<file path="src/rtl/fetch_align_queue_if.sv">
// Fetch-side and decode-side signals of the fetch align queue.
// The slave modport is the queue itself; the master modport is its environment.
interface fetch_align_queue_if #(
    parameter int XLEN  = 32,
    parameter int DEPTH = 8
);
    logic                       fetch_req;
    logic [XLEN-1:0]            fetch_addr;
    logic                       fetch_gnt;
    logic [31:0]                fetch_rdata;
    logic                       redirect;
    logic [XLEN-1:0]            redirect_pc;
    logic                       instr_valid;
    logic                       instr_ready;
    logic [31:0]                instr;
    logic                       instr_is_c;
    logic [XLEN-1:0]            instr_pc;
    logic [XLEN-1:0]            instr_pc_next;
    logic [$clog2(DEPTH):0]     count;

    modport slave (
        output fetch_req, fetch_addr, instr_valid, instr, instr_is_c,
               instr_pc, instr_pc_next, count,
        input  fetch_gnt, fetch_rdata, redirect, redirect_pc, instr_ready
    );

    modport master (
        input  fetch_req, fetch_addr, instr_valid, instr, instr_is_c,
               instr_pc, instr_pc_next, count,
        output fetch_gnt, fetch_rdata, redirect, redirect_pc, instr_ready
    );
endinterface

</file>
<file path="src/rtl/fetch_align_queue.sv">
// Halfword fetch queue: turns 32-bit fetched words into aligned 16/32-bit
// instructions, handling compressed code and instructions straddling words.
module fetch_align_queue #(
    parameter int              XLEN     = 32,
    parameter int              DEPTH    = 8,
    parameter logic [XLEN-1:0] RESET_PC = '0
) (
    input logic                 clk,
    input logic                 rst,
    fetch_align_queue_if.slave  bus
);
    localparam int PW = $clog2(DEPTH);
    localparam int CW = PW + 1;

    logic [15:0]     hw_q [DEPTH];
    logic [PW-1:0]   rd_ptr, wr_ptr, rd_nxt1, wr_nxt1;
    logic [CW-1:0]   cnt, free, need, push_n, pop_n;
    logic            skip_lo;
    logic [XLEN-1:0] pc_q, fa_q;
    logic [15:0]     hw0, hw1;
    logic            head_c, have, valid, pop, req, push;

    always_comb begin
        rd_nxt1 = rd_ptr + PW'(1);
        wr_nxt1 = wr_ptr + PW'(1);
        hw0     = hw_q[rd_ptr];
        hw1     = hw_q[rd_nxt1];
        head_c  = hw0[1:0] != 2'b11;
        have    = head_c ? (cnt >= CW'(1)) : (cnt >= CW'(2));
        valid   = have & ~bus.redirect;
        pop     = valid & bus.instr_ready;
        pop_n   = !pop ? '0 : (head_c ? CW'(1) : CW'(2));
        free    = CW'(DEPTH) - cnt;
        // After a redirect into the upper half of a word, only that half is kept.
        need    = skip_lo ? CW'(1) : CW'(2);
        req     = rst & ~bus.redirect & (free >= need);
        push    = req & bus.fetch_gnt;
        push_n  = push ? need : '0;
    end

    assign bus.fetch_req     = req;
    assign bus.fetch_addr    = fa_q;
    assign bus.instr_valid   = valid;
    assign bus.instr         = head_c ? {16'h0000, hw0} : {hw1, hw0};
    assign bus.instr_is_c    = head_c;
    assign bus.instr_pc      = pc_q;
    assign bus.instr_pc_next = pc_q + (head_c ? XLEN'(2) : XLEN'(4));
    assign bus.count         = cnt;

    always_ff @(posedge clk or negedge rst) begin
        if (!rst) begin
            cnt     <= '0;
            rd_ptr  <= '0;
            wr_ptr  <= '0;
            skip_lo <= RESET_PC[1];
            pc_q    <= RESET_PC & ~XLEN'(1);
            fa_q    <= RESET_PC & ~XLEN'(3);
        end else if (bus.redirect) begin
            cnt     <= '0;
            rd_ptr  <= '0;
            wr_ptr  <= '0;
            skip_lo <= bus.redirect_pc[1];
            pc_q    <= bus.redirect_pc & ~XLEN'(1);
            fa_q    <= bus.redirect_pc & ~XLEN'(3);
        end else begin
            cnt    <= cnt + push_n - pop_n;
            rd_ptr <= rd_ptr + pop_n[PW-1:0];
            wr_ptr <= wr_ptr + push_n[PW-1:0];
            if (pop)
                pc_q <= pc_q + (head_c ? XLEN'(2) : XLEN'(4));
            if (push) begin
                fa_q    <= fa_q + XLEN'(4);
                skip_lo <= 1'b0;
            end
        end
    end

    // Storage needs no reset: occupancy is tracked by cnt alone.
    always_ff @(posedge clk) begin
        if (push) begin
            if (skip_lo) begin
                hw_q[wr_ptr] <= bus.fetch_rdata[31:16];
            end else begin
                hw_q[wr_ptr]  <= bus.fetch_rdata[15:0];
                hw_q[wr_nxt1] <= bus.fetch_rdata[31:16];
            end
        end
    end
endmodule

</file>
<file path="src/flat_wrapper.sv">
// flat-port wrapper written by rule: the top's interface ports become plain ports
module fetch_align_queue_flat 
#(
    parameter int              XLEN     = 32,
    parameter int              DEPTH    = 8,
    parameter logic [XLEN-1:0] RESET_PC = '0
)
  (clk, rst, bus_fetch_req, bus_fetch_addr, bus_instr_valid, bus_instr, bus_instr_is_c, bus_instr_pc, bus_instr_pc_next, bus_count, bus_fetch_gnt, bus_fetch_rdata, bus_redirect, bus_redirect_pc, bus_instr_ready);
  fetch_align_queue_if #(.XLEN(XLEN), .DEPTH(DEPTH)) bus_i ();
  input logic clk;
  input logic rst;
  output wire logic [$bits(bus_i.fetch_req)-1:0] bus_fetch_req;
  output wire logic [$bits(bus_i.fetch_addr)-1:0] bus_fetch_addr;
  output wire logic [$bits(bus_i.instr_valid)-1:0] bus_instr_valid;
  output wire logic [$bits(bus_i.instr)-1:0] bus_instr;
  output wire logic [$bits(bus_i.instr_is_c)-1:0] bus_instr_is_c;
  output wire logic [$bits(bus_i.instr_pc)-1:0] bus_instr_pc;
  output wire logic [$bits(bus_i.instr_pc_next)-1:0] bus_instr_pc_next;
  output wire logic [$bits(bus_i.count)-1:0] bus_count;
  input wire logic [$bits(bus_i.fetch_gnt)-1:0] bus_fetch_gnt;
  input wire logic [$bits(bus_i.fetch_rdata)-1:0] bus_fetch_rdata;
  input wire logic [$bits(bus_i.redirect)-1:0] bus_redirect;
  input wire logic [$bits(bus_i.redirect_pc)-1:0] bus_redirect_pc;
  input wire logic [$bits(bus_i.instr_ready)-1:0] bus_instr_ready;
  assign bus_fetch_req = bus_i.fetch_req;
  assign bus_fetch_addr = bus_i.fetch_addr;
  assign bus_instr_valid = bus_i.instr_valid;
  assign bus_instr = bus_i.instr;
  assign bus_instr_is_c = bus_i.instr_is_c;
  assign bus_instr_pc = bus_i.instr_pc;
  assign bus_instr_pc_next = bus_i.instr_pc_next;
  assign bus_count = bus_i.count;
  assign bus_i.fetch_gnt = bus_fetch_gnt;
  assign bus_i.fetch_rdata = bus_fetch_rdata;
  assign bus_i.redirect = bus_redirect;
  assign bus_i.redirect_pc = bus_redirect_pc;
  assign bus_i.instr_ready = bus_instr_ready;
  fetch_align_queue #(.XLEN(XLEN), .DEPTH(DEPTH), .RESET_PC(RESET_PC)) u_core (.clk(clk), .rst(rst), .bus(bus_i));
endmodule
</file>
<file path="config.mk">
export PLATFORM = sky130hd
export DESIGN_NAME = fetch_align_queue_flat
export DESIGN_NICKNAME = d
export VERILOG_FILES = /design/src/rtl/fetch_align_queue_if.sv /design/src/rtl/fetch_align_queue.sv /design/src/flat_wrapper.sv
export SDC_FILE = /design/constraint.sdc
export NUM_CORES = 1
export LEC_CHECK = 0
export BUFFER_PORTS_ARGS = -buffer_cell sky130_fd_sc_hd__buf_4
export CAP_MARGIN = 20
export CORE_UTILIZATION = 50
export CTS_CLUSTER_SIZE = 40
export DETAILED_ROUTE_END_ITERATION = 6
export HOLD_SLACK_MARGIN = 0.06
export PLACE_DENSITY = 0.81
export SYNTH_ARGS = -nofsm -noshare
export SYNTH_HDL_FRONTEND = slang
export SYNTH_SLANG_ARGS = --single-unit
</file>
<file path="constraint.sdc">
create_clock -name clk -period 4.6 [get_ports clk]
set_input_delay 0.92 -clock clk [delete_from_list [all_inputs] [get_ports clk]]
set_output_delay 0.92 -clock clk [all_outputs]
set_load 0.005 [all_outputs]
</file>
==> run_results.csv, run 1 <==
group,metric,value,unit
run_status,outcome,"finished, final reports clean",
timing,period_share,99.2,%
route,drc_errors,0,
pwr,switchingPower,2.21,mW
floorplanning,rows,57,
clock_tree,path_clk_slew,0.09,ns
synthesis,async_flop_share,36.0,%
floorplanning,die-area,25400,um2
global_route,grt_usage,29.2,%
worst_setup_path,critPathCaptureType,"output port",
timing,setup_viol,0,
pwr,p_int,4.06,mW
timing,tightest_slew,1.12,ns
route,viasPerCell,6.44,
timing,fin_tns_setup,0,ns
place,gp_congestion,0.942,
timing,hold_violations,0,
worst_setup_path,critPathKind,"reg -> out",
synthesis,synthTopCellsByArea,"edfxtp_1 (31%), dfrtp_1 (15%), mux2_2 (13%), mux4_2 (12%), nand2_1 (3.3%)",
worst_setup_path,critPathLaunchType,"flop",
final_layout,fillers,1826,
global_route,first_global_vias,9827,
final_layout,fin_cells,1539,
final_layout,final_nets,1293,
synthesis,syn_area,12400,um2
synthesis,synth_edf_count,128,
worst_setup_path,cp.arrival,3.64,ns
final_layout,antenna_cells,0,
synthesis,yosysTopAreaCellShare,31.1,%
route,post_drt_wl_per_cell,23.8,um
place,portBuffers,198,
pwr,power_frac_clock,25.7,%
clock_tree,clk_latency,0.46,ns
route,wirelength,36.6,mm
pwr,power_density,417,nW/um2
route,drt-initial-drc-count,1088,
route,drtPass1Iterations,7,
timing,grt_setup_unrepaired,"yes",
worst_setup_path,cp_max_fo,22,
synthesis,ys_seq_area_share,45.6,%
synthesis,yosysWarnings,0,
synthesis,synth_area_leader_cell,"edfxtp_1",
route,postRouteAntennaNets,0,
pwr,p_seq_share,37.1,%
route,routed-via-count,9907,
final_layout,drive_gt1_share,43.6,%
clock_tree,clockRootBuffer,"clkbuf_16",
place,dp_cells,1497,
pwr,pwr-share-comb,37.2,%
timing,slew_violations,0,
floorplanning,die_w,159,um
clock_tree,h-tree-depth,4,
final_layout,areaGrowthSynthToFinish,21.7,%
timing,relSlewSlack,25.5,%
synthesis,synth.distinct_cells,74,
clock_tree,hold_buffers,0,
pwr,p_leak,5.79,nW
floorplanning,ioPinCount,204,
timing,skew,0.0207,ns
worst_hold_path,holdCritPathClass,"reg -> reg",
synthesis,synthFlopType,"edfxtp_1",
pwr,peakVddDrop,257,uV
global_route,grt_pass1_wl,56.3,mm
floorplanning,die_h,159,um
timing,timing.fmax,219,MHz
worst_setup_path,cp.required,3.68,ns
clock_tree,cts_tree,"yes",
floorplanning,core,24300,um2
clock_tree,cts_buffers,17,
clock_tree,clock_sinks,200,
synthesis,ys_ff_latch,200,
pwr,switching_share,35.3,%
pwr,p_total,6.28,mW
global_route,grt_start_max_net_pins,73,
synthesis,syn-instance-count,996,
floorplanning,start_util,50.9,%
timing,fin_hold_ws,0.560,ns
global_route,antenna_found_initial,0,
synthesis,syn_area_per_cell,12.4,um2
global_route,grt_overflow,0,
timing,post-route-min-period,4.56,ns
clock_tree,cts_buffer_depth,2,
place,dp_hpwl,24.7,mm
flow_run,drv_cap,0,
routing by layer:
layer  global-route usage, %  wire [um]  vias to the layer above
met5                       0          0                        -
met4                    15.0       1600                        0
met3                    5.76       3640                      116
met2                    47.9      17900                      679
met1                    36.9      13400                     4882
li1                        -          -                     4230
cell type report:
type,count,area (um2),area share (%)
clock buffers,17,425,2.83
clock inverters,15,218,1.45
inverters,25,93.8,0.623
multi-input cells,714,6390,42.5
flip-flops and latches,200,5650,37.5
well taps,324,405,2.69
repair buffers,244,1870,12.4
placed cells by master (no fill, tap or decap), types with 5 or more instances in the layout:
master	Yosys	layout
o21ai_0	39	36
xor2_1	18	18
inv_1	24	23
buf_4	9	240
a31oi_1	5	5
nand4_1	14	14
mux4_2	64	64
nor2b_1	9	9
o211ai_1	14	14
clkbuf_16	0	17
nor2_1	34	32
and3_1	10	10
o21ai_1	7	10
and2_1	10	10
dfrtp_1	72	70
clkinv_8	0	6
or2_2	6	6
ha_1	17	16
xnor2_1	28	27
nand2_1	109	109
edfxtp_1	128	128
a21o_1	5	5
mux2_2	146	146
and4_1	6	6
nor3_1	11	10
nand3_1	37	36
a21oi_1	22	22
a221o_1	7	7
o311ai_0	12	12
cells in the mapped netlist (all sizes together), types with 2 or more instances:
| library cell | number |
|---|---|
| o32ai | 2 |
| fa | 5 |
| buf | 32 |
| and3 | 10 |
| o31a | 2 |
| or2 | 7 |
| a41oi | 2 |
| mux4 | 64 |
| ha | 17 |
| and2 | 13 |
| nand2 | 110 |
| nor3 | 12 |
| o21a | 3 |
| nand3 | 37 |
| nor3b | 2 |
| or4 | 2 |
| mux2 | 148 |
| nand2b | 4 |
| nor2b | 9 |
| mux2i | 3 |
| inv | 25 |
| a31oi | 5 |
| nand4 | 16 |
| a21oi | 27 |
| dfrtp | 72 |
| o21bai | 4 |
| and4 | 6 |
| nor4 | 6 |
| xor2 | 18 |
| edfxtp | 128 |
| or3 | 5 |
| a32o | 2 |
| a21o | 5 |
| o211ai | 15 |
| xnor2 | 28 |
| a221o | 7 |
| o21ai | 50 |
| clkbuf | 28 |
| o311ai | 16 |
| nor2 | 36 |
| nand3b | 2 |
logic make-up after synthesis:
| family | Yosys count | share of synthesized area (%) |
|---|---|---|
| adders and majority gates | 22 | 2.53 |
| xor gates and xnor gates | 46 | 3.26 |
| buffers and inverters | 85 | 3.40 |
| other | 1 | 0.0303 |
| and+or+nand+nor | 279 | 11.4 |
| muxes | 215 | 25.4 |
| DFF | 200 | 45.6 |
| AOI/OAI and AO/OA | 148 | 8.27 |
stage by stage:
stage | setup WS, ns | utilization, % | instance area (um2)
after floorplan | 0.0627 | - | 12400
after global routing | -0.0673 | 61.9 | 15100
after global placement | 0.158 | 58.5 | 14200
final | 0.0390 | 61.9 | 15100
after CTS | 0.0109 | 61.7 | 15000
after detailed placement | 0.0632 | 58.6 | 14300
worst max-delay path, stage by stage, from the launching register on:
cell and delay [ns]:
dfrtp_2 0.46, mux4_2 0.54, mux2_4 0.31, nand2_4 0.10, buf_12 0.20, inv_1 0.06, ha_1 0.28, a21o_1 0.18
nand3_1 0.12, nor3_1 0.34, nand4_1 0.17, xnor2_1 0.26, buf_4 0.17
state kept, by name, summed over array words and instances, names as in the netlist:
register               flops
u_core.bus.instr_pc       31
u_core.hw_q              128
u_core.bus.fetch_addr     30
u_core.skip_lo             1
u_core.bus.count           4
u_core.rd_ptr              3
u_core.wr_ptr              3
worst paths after layout:
check,slack (ns),from,endpoint,depth (start not counted)
min,0.56,u_core.bus.fetch_addr[19],u_core.bus.fetch_addr[19],1
max,0.04,u_core.rd_ptr[1],bus_instr_pc_next[28],12
min reg2reg,0.56,u_core.bus.fetch_addr[19],u_core.bus.fetch_addr[19],1
max reg2reg,1.08,u_core.bus.count[0],u_core.bus.count[3],13
max in group asynchronous,3.17,rst,u_core.rd_ptr[0],2
min in group asynchronous,0.73,rst,u_core.bus.fetch_addr[30],2
what timing repair did:
item                                   4_1_cts  5_1_grt
setup endpoints to repair                   18       10
resized for setup                            8        9
endpoints found under the hold margin        0        0
pin swaps                                    3        6
setup buffers                                9        0
power groups by stage:
stage	Clock (mW)	Combinational, mW	Sequential [mW]
after global routing	1.68	2.51	2.35
after floorplan	0	1.42	2.29
after global placement	0	2.20	2.35
final	1.61	2.34	2.33
after CTS	1.62	2.32	2.31
after detailed placement	0	2.26	2.35
Note: power is estimated with default switching activity, not from simulation.
==> run 2, diff against run 1 <==
- clock period: 4.6 -> 3.7 ns (I/O delays scaled with it)
==> run_results.csv, run 2 (synthesis results as in run 1) <==
group,metric,value,unit
run_status,violations,"negative setup slack",
timing,hold_violations,0,
route,drt-initial-drc-count,1450,
timing,fin_tns_setup,-10.92,ns
timing,post-route-min-period,4.25,ns
worst_setup_path,r2r_cells,13,
worst_setup_path,r2r_slack,0.18,ns
floorplanning,die_h,159,um
global_route,grt_start_max_net_pins,66,
clock_tree,h-tree-depth,4,
final_layout,fin_util,64.4,%
clock_tree,cts_buffers,17,
worst_setup_path,cp.required,2.96,ns
flow_run,drv_cap,0,
floorplanning,start_util,50.9,%
clock_tree,clk_latency,0.45,ns
worst_setup_path,critPathCaptureType,"output port",
final_layout,antenna_cells,0,
timing,fin_ws,-0.546,ns
place,portBuffers,198,
clock_tree,clockRootBuffer,"clkbuf_16",
route,post_drt_wl_per_cell,24.4,um
pwr,pwr-share-comb,37.9,%
run_status,outcome,"finished with violations",
worst_setup_path,cp.arrival,3.51,ns
timing,slew_violations,0,
worst_setup_path,cp_max_fo,6,
final_layout,largest_reg_flops,128,
global_route,first_global_vias,9730,
route,drtPass1Iterations,6,
floorplanning,rows,57,
global_route,gr-usage-met3,6.17,%
global_route,met1_usage,36.9,%
pwr,power_density,516,nW/um2
timing,skew,0.0180,ns
pwr,power_frac_clock,26.1,%
floorplanning,die-area,25400,um2
route,routed-via-count,10100,
global_route,grt_util_met2,47.8,%
timing,tightest_slew,1.07,ns
route,drc_errors,0,
worst_hold_path,holdCritPathClass,"in -> async",
floorplanning,die_w,159,um
global_route,grt_pass1_wl,56.6,mm
place,dp_cells,1523,
clock_tree,clock_sinks,200,
route,viasPerCell,6.45,
final_layout,drive_gt1_share,48.1,%
timing,timing.fmax,235,MHz
place,dp_hpwl,25.3,mm
floorplanning,core,24300,um2
final_layout,final_nets,1327,
clock_tree,path_clk_slew,0.09,ns
worst_setup_path,r2r_start,"u_core.rd_ptr[1]",
global_route,grt_overflow,0,
final_layout,mostFrequentLayoutCell,"buf_4",
pwr,p_int,5.31,mW
pwr,switchingPower,2.78,mW
route,wirelength,38.3,mm
final_layout,regMostFlops,"u_core.hw_q",
timing,setup_viol,28,
worst_setup_path,r2r_end,"u_core.bus.instr_pc[25]",
timing,relSlewSlack,28.9,%
final_layout,final_cell_mix,"buf_4 (267), mux2_2 (146), edfxtp_1 (128)",
final_layout,fin_cells,1573,
worst_setup_path,critPathLaunchType,"flop",
pwr,peakVddDrop,365,uV
pwr,p_seq_share,36.0,%
route,postRouteAntennaNets,0,
global_route,grt_usage,29.5,%
pwr,switching_share,34.3,%
timing,period_share,115,%
clock_tree,cts_buffer_depth,2,
clock_tree,cts_tree,"yes",
floorplanning,ioPinCount,204,
global_route,antenna_found_initial,0,
timing,grt_setup_unrepaired,"yes",
worst_setup_path,critPathKind,"reg -> out",
pwr,p_leak,6.11,nW
place,gp_congestion,0.972,
global_route,top_usage_layer,"met2",
final_layout,areaGrowthSynthToFinish,26.7,%
run 2: cell count changes in the layout (fill, tap and decap cells not counted), moves of 4 or more:
cell and delta:
nand3_2 +4, nand3_4 +4, inv_8 +4, buf_6 +9
xnor2_1 -14, nand3_1 -8, xor2_1 -4, buf_4 +27
xnor2_2 +13
run 2: power by group through the flow:
stage	clock, mW	combinational [mW]	sequential [mW]
global route	2.20	3.28	2.94
global placement	0	2.86	2.92
CTS	2.12	2.99	2.89
floorplan	0	1.81	2.85
finish	2.11	3.06	2.91
detailed placement	0	2.94	2.93
run 2: layer usage:
| layer | up-vias | share of wire, % | wire [um] |
|---|---|---|---|
| met2 | 725 | 49 | 18600 |
| met5 | - | 0 | 0 |
| li1 | 4310 | - | - |
| met4 | 0 | 5.3 | 2050 |
| met3 | 126 | 10 | 3980 |
| met1 | 4988 | 36 | 13700 |
run 2: critical path, stage by stage (launching register included):
cell      delay (ns)
dfrtp_2         0.47
mux4_2          0.52
mux2_4          0.30
nand2_4         0.09
ha_4            0.13
inv_2           0.03
fa_2            0.33
nand2b_4        0.17
or3_4           0.42
nor3_4          0.18
nand3_2         0.13
xnor2_2         0.15
buf_4           0.14
run 2: stage by stage:
stage / area, um2 / total power [mW] / worst slack, ns / hold slack, ns
after global placement: 14500 / 5.78 / -0.227 / 0.515
final: 15700 / 8.09 / -0.546 / 0.101
after floorplan: 12500 / 4.66 / -0.242 / 0.444
after global routing: 15700 / 8.42 / -0.690 / 0.0939
after detailed placement: 14500 / 5.87 / -0.271 / 0.515
after CTS: 15400 / 8.00 / -0.581 / 0.0888
run 2: worst max path at each step:
stage                     cells after the start  slack, ns                     to        startpoint
after floorplan                              14      -0.24  bus_instr_pc_next[25]  u_core.rd_ptr[1]
after global placement                       12      -0.23  bus_instr_pc_next[27]  u_core.rd_ptr[1]
after detailed placement                     12      -0.27  bus_instr_pc_next[27]  u_core.rd_ptr[1]
after CTS                                    12      -0.58  bus_instr_pc_next[25]  u_core.rd_ptr[1]
after global routing                         12      -0.69  bus_instr_pc_next[31]  u_core.rd_ptr[1]
final                                        12      -0.55  bus_instr_pc_next[31]  u_core.rd_ptr[1]
run 2: area by class of cell:
cell class | count | area, um2
Timing Repair Buffer | 278 | 2140
Multi-Input combinational cell | 714 | 6710
Fill cell | 1743 | 8650
Clock buffer | 18 | 429
Tap cell | 324 | 405
Inverter | 25 | 93.8
Clock inverter | 14 | 241
Sequential cell | 200 | 5650
run 2: repair_timing:
action	4_1_cts	5_1_grt
setup endpoints to repair	35	38
setup buffers	9	10
endpoints found under the hold margin	0	0
gates resized for setup	23	37
cloned	0	0
pin swaps	10	9
hold buffers	0	0
==> run 3, diff against run 2 <==
- CORE_UTILIZATION: 50 -> 30
- GPL_TIMING_DRIVEN: default -> 1
- PLACE_DENSITY: 0.81 -> 0.56
==> run_results.csv, run 3 (synthesis results as in run 1) <==
group,metric,value,unit
final_layout,final_cell_mix,"buf_4 (268), mux2_2 (146), edfxtp_1 (128)",
final_layout,largest_reg_flops,128,
place,pre_cts_ws,-0.135,ns
pwr,peakVddDrop,330,uV
worst_setup_path,critPathCaptureType,"output port",
clock_tree,h-tree-depth,4,
pwr,switching_share,34.7,%
pwr,power_density,504,nW/um2
timing,grt_setup_unrepaired,"yes",
timing,fin_hold_ws,0.508,ns
worst_setup_path,crit_family,"simple AND/OR/NAND/NOR gates",
pwr,p_leak,6.06,nW
route,wirelength,40.6,mm
pwr,pwr-share-comb,39.8,%
route,drc_errors,0,
place,portBuffers,198,
timing,hold_violations,0,
worst_setup_path,critPathMaxStageDelay,0.51,ns
worst_setup_path,crit_chain,"mux4_2 > mux2_4 > nand2_4 > ha_4 > inv_2 > fa_2 > nand2b_4 > or3_4 > nor3_4 > nand3_2 > xnor2_1 > buf_4",
final_layout,antenna_cells,0,
route,viasPerCell,5.40,
global_route,grt_usage,19.3,%
timing,timing.fmax,232,MHz
place,gp_congestion,0.896,
route,post_drt_wl_per_cell,22.8,um
clock_tree,clockRootBuffer,"clkbuf_16",
floorplanning,die_w,205,um
timing,relSlewSlack,26.6,%
timing,slew_violations,0,
timing,setup_viol,28,
pwr,p_seq_share,36.4,%
flow_run,drv_cap,0,
floorplanning,core,40700,um2
clock_tree,cts_buffer_depth,2,
clock_tree,clk_latency,0.46,ns
pwr,p_int,5.21,mW
timing,skew,0.0113,ns
route,drt-initial-drc-count,788,
final_layout,mostFrequentLayoutCell,"buf_4",
timing,fin_ws,-0.614,ns
worst_setup_path,cp.arrival,3.57,ns
clock_tree,cts_tree,"yes",
worst_setup_path,cp_max_fo,4,
clock_tree,path_clk_slew,0.08,ns
global_route,grt_pass1_wl,59.7,mm
clock_tree,clock_sinks,200,
run_status,violations,"negative setup slack",
worst_setup_path,critPathSlowestCell,"mux4_2",
floorplanning,rows,74,
global_route,grt_start_max_net_pins,73,
timing,tightest_slew,1.10,ns
final_layout,fillers,3970,
global_route,grt_overflow,0,
floorplanning,start_util,30.4,%
route,drtPass1Iterations,5,
route,routed-via-count,9635,
place,dp_hpwl,27.1,mm
floorplanning,die_h,205,um
timing,post-route-min-period,4.31,ns
worst_hold_path,holdCritPathClass,"in -> reg",
final_layout,regMostFlops,"u_core.hw_q",
final_layout,final_nets,1331,
clock_tree,cts_buffers,17,
floorplanning,ioPinCount,204,
pwr,power_frac_clock,23.8,%
run_status,outcome,"finished with violations",
worst_setup_path,path_buf_inv,2,
worst_setup_path,cp.required,2.96,ns
floorplanning,die-area,42000,um2
final_layout,drive_gt1_share,47.8,%
timing,period_share,117,%
route,postRouteAntennaNets,0,
final_layout,areaGrowthSynthToFinish,27.9,%
worst_setup_path,critPathLaunchType,"flop",
global_route,antenna_found_initial,2,
global_route,first_global_vias,9422,
pwr,switchingPower,2.77,mW
worst_setup_path,critPathKind,"reg -> out",
pwr,p_total,7.98,mW
-- run 3: worst reg2reg max path: cells and delay by family (launching register included) --
family                     cells  cell delay (ns)
muxes                          2             0.82
DFF                            1             0.47
buffers and inverters          2             0.21
and+or+nand+nor                7             1.51
adders and majority gates      2             0.50
-- run 3: what timing repair did --
action	CTS	global route
resized for setup	25	33
buffers inserted	9	14
hold endpoints to repair	0	0
endpoints found under the setup margin	44	34
hold buffers	0	0
pin swaps	8	18
-- run 3: final cells by class --
class,instances,area (um2),area share (%)
multi-input cells,714,6650,42.0
flip-flops and latches,200,5650,35.7
repair buffers,282,2190,13.9
well taps,532,666,4.21
clock buffers,18,429,2.71
clock inverters,14,138,0.870
inverters,25,93.8,0.593
-- run 3: worst paths after layout --
check / cells after the start / endpoint / slack (ns) / from
min: 3 / u_core.bus.fetch_addr[4] / 0.51 / bus_redirect_pc[4]
max reg2reg: 13 / u_core.bus.instr_pc[25] / 0.12 / u_core.rd_ptr[0]
min in group asynchronous: 2 / u_core.bus.count[0] / 0.56 / rst
max: 12 / bus_instr_pc_next[31] / -0.61 / u_core.rd_ptr[0]
min reg2reg: 1 / u_core.bus.fetch_addr[31] / 0.52 / u_core.bus.fetch_addr[31]
max in group asynchronous: 2 / u_core.rd_ptr[0] / 2.42 / rst
-- run 3: routing by layer --
layer | global-route usage (%) | vias to the layer above | routed length, um
met5 | 0 | - | 28
met4 | 6.61 | 4 | 1080
met3 | 4.09 | 66 | 2710
met2 | 31.3 | 391 | 19300
met1 | 25.5 | 4867 | 17500
li1 | - | 4307 | -
-- run 3: metrics by stage --
stage / setup TNS (ns) / instances / area (um2) / utilization (%)
after global routing: -15.99 / 1785 / 15800 / 38.8
final: -12.62 / 1785 / 15800 / 38.8
after floorplan: -1.51 / 999 / 12500 / -
after detailed placement: -0.302 / 1733 / 14800 / 36.4
after global placement: -0.229 / 1733 / 14800 / 36.4
after CTS: -12.42 / 1773 / 15600 / 38.2
-- run 3: power by group through the flow --
stage          Clock (mW)  Sequential [mW]  Combinational [mW]
3_3_place_gp            0             2.92                3.01
6_report             1.90             2.90                3.18
4_1_cts              1.93             2.89                3.11
2_1_floorplan           0             2.85                1.81
5_1_grt              2.02             2.93                3.45
3_5_place_dp            0             2.93                3.04
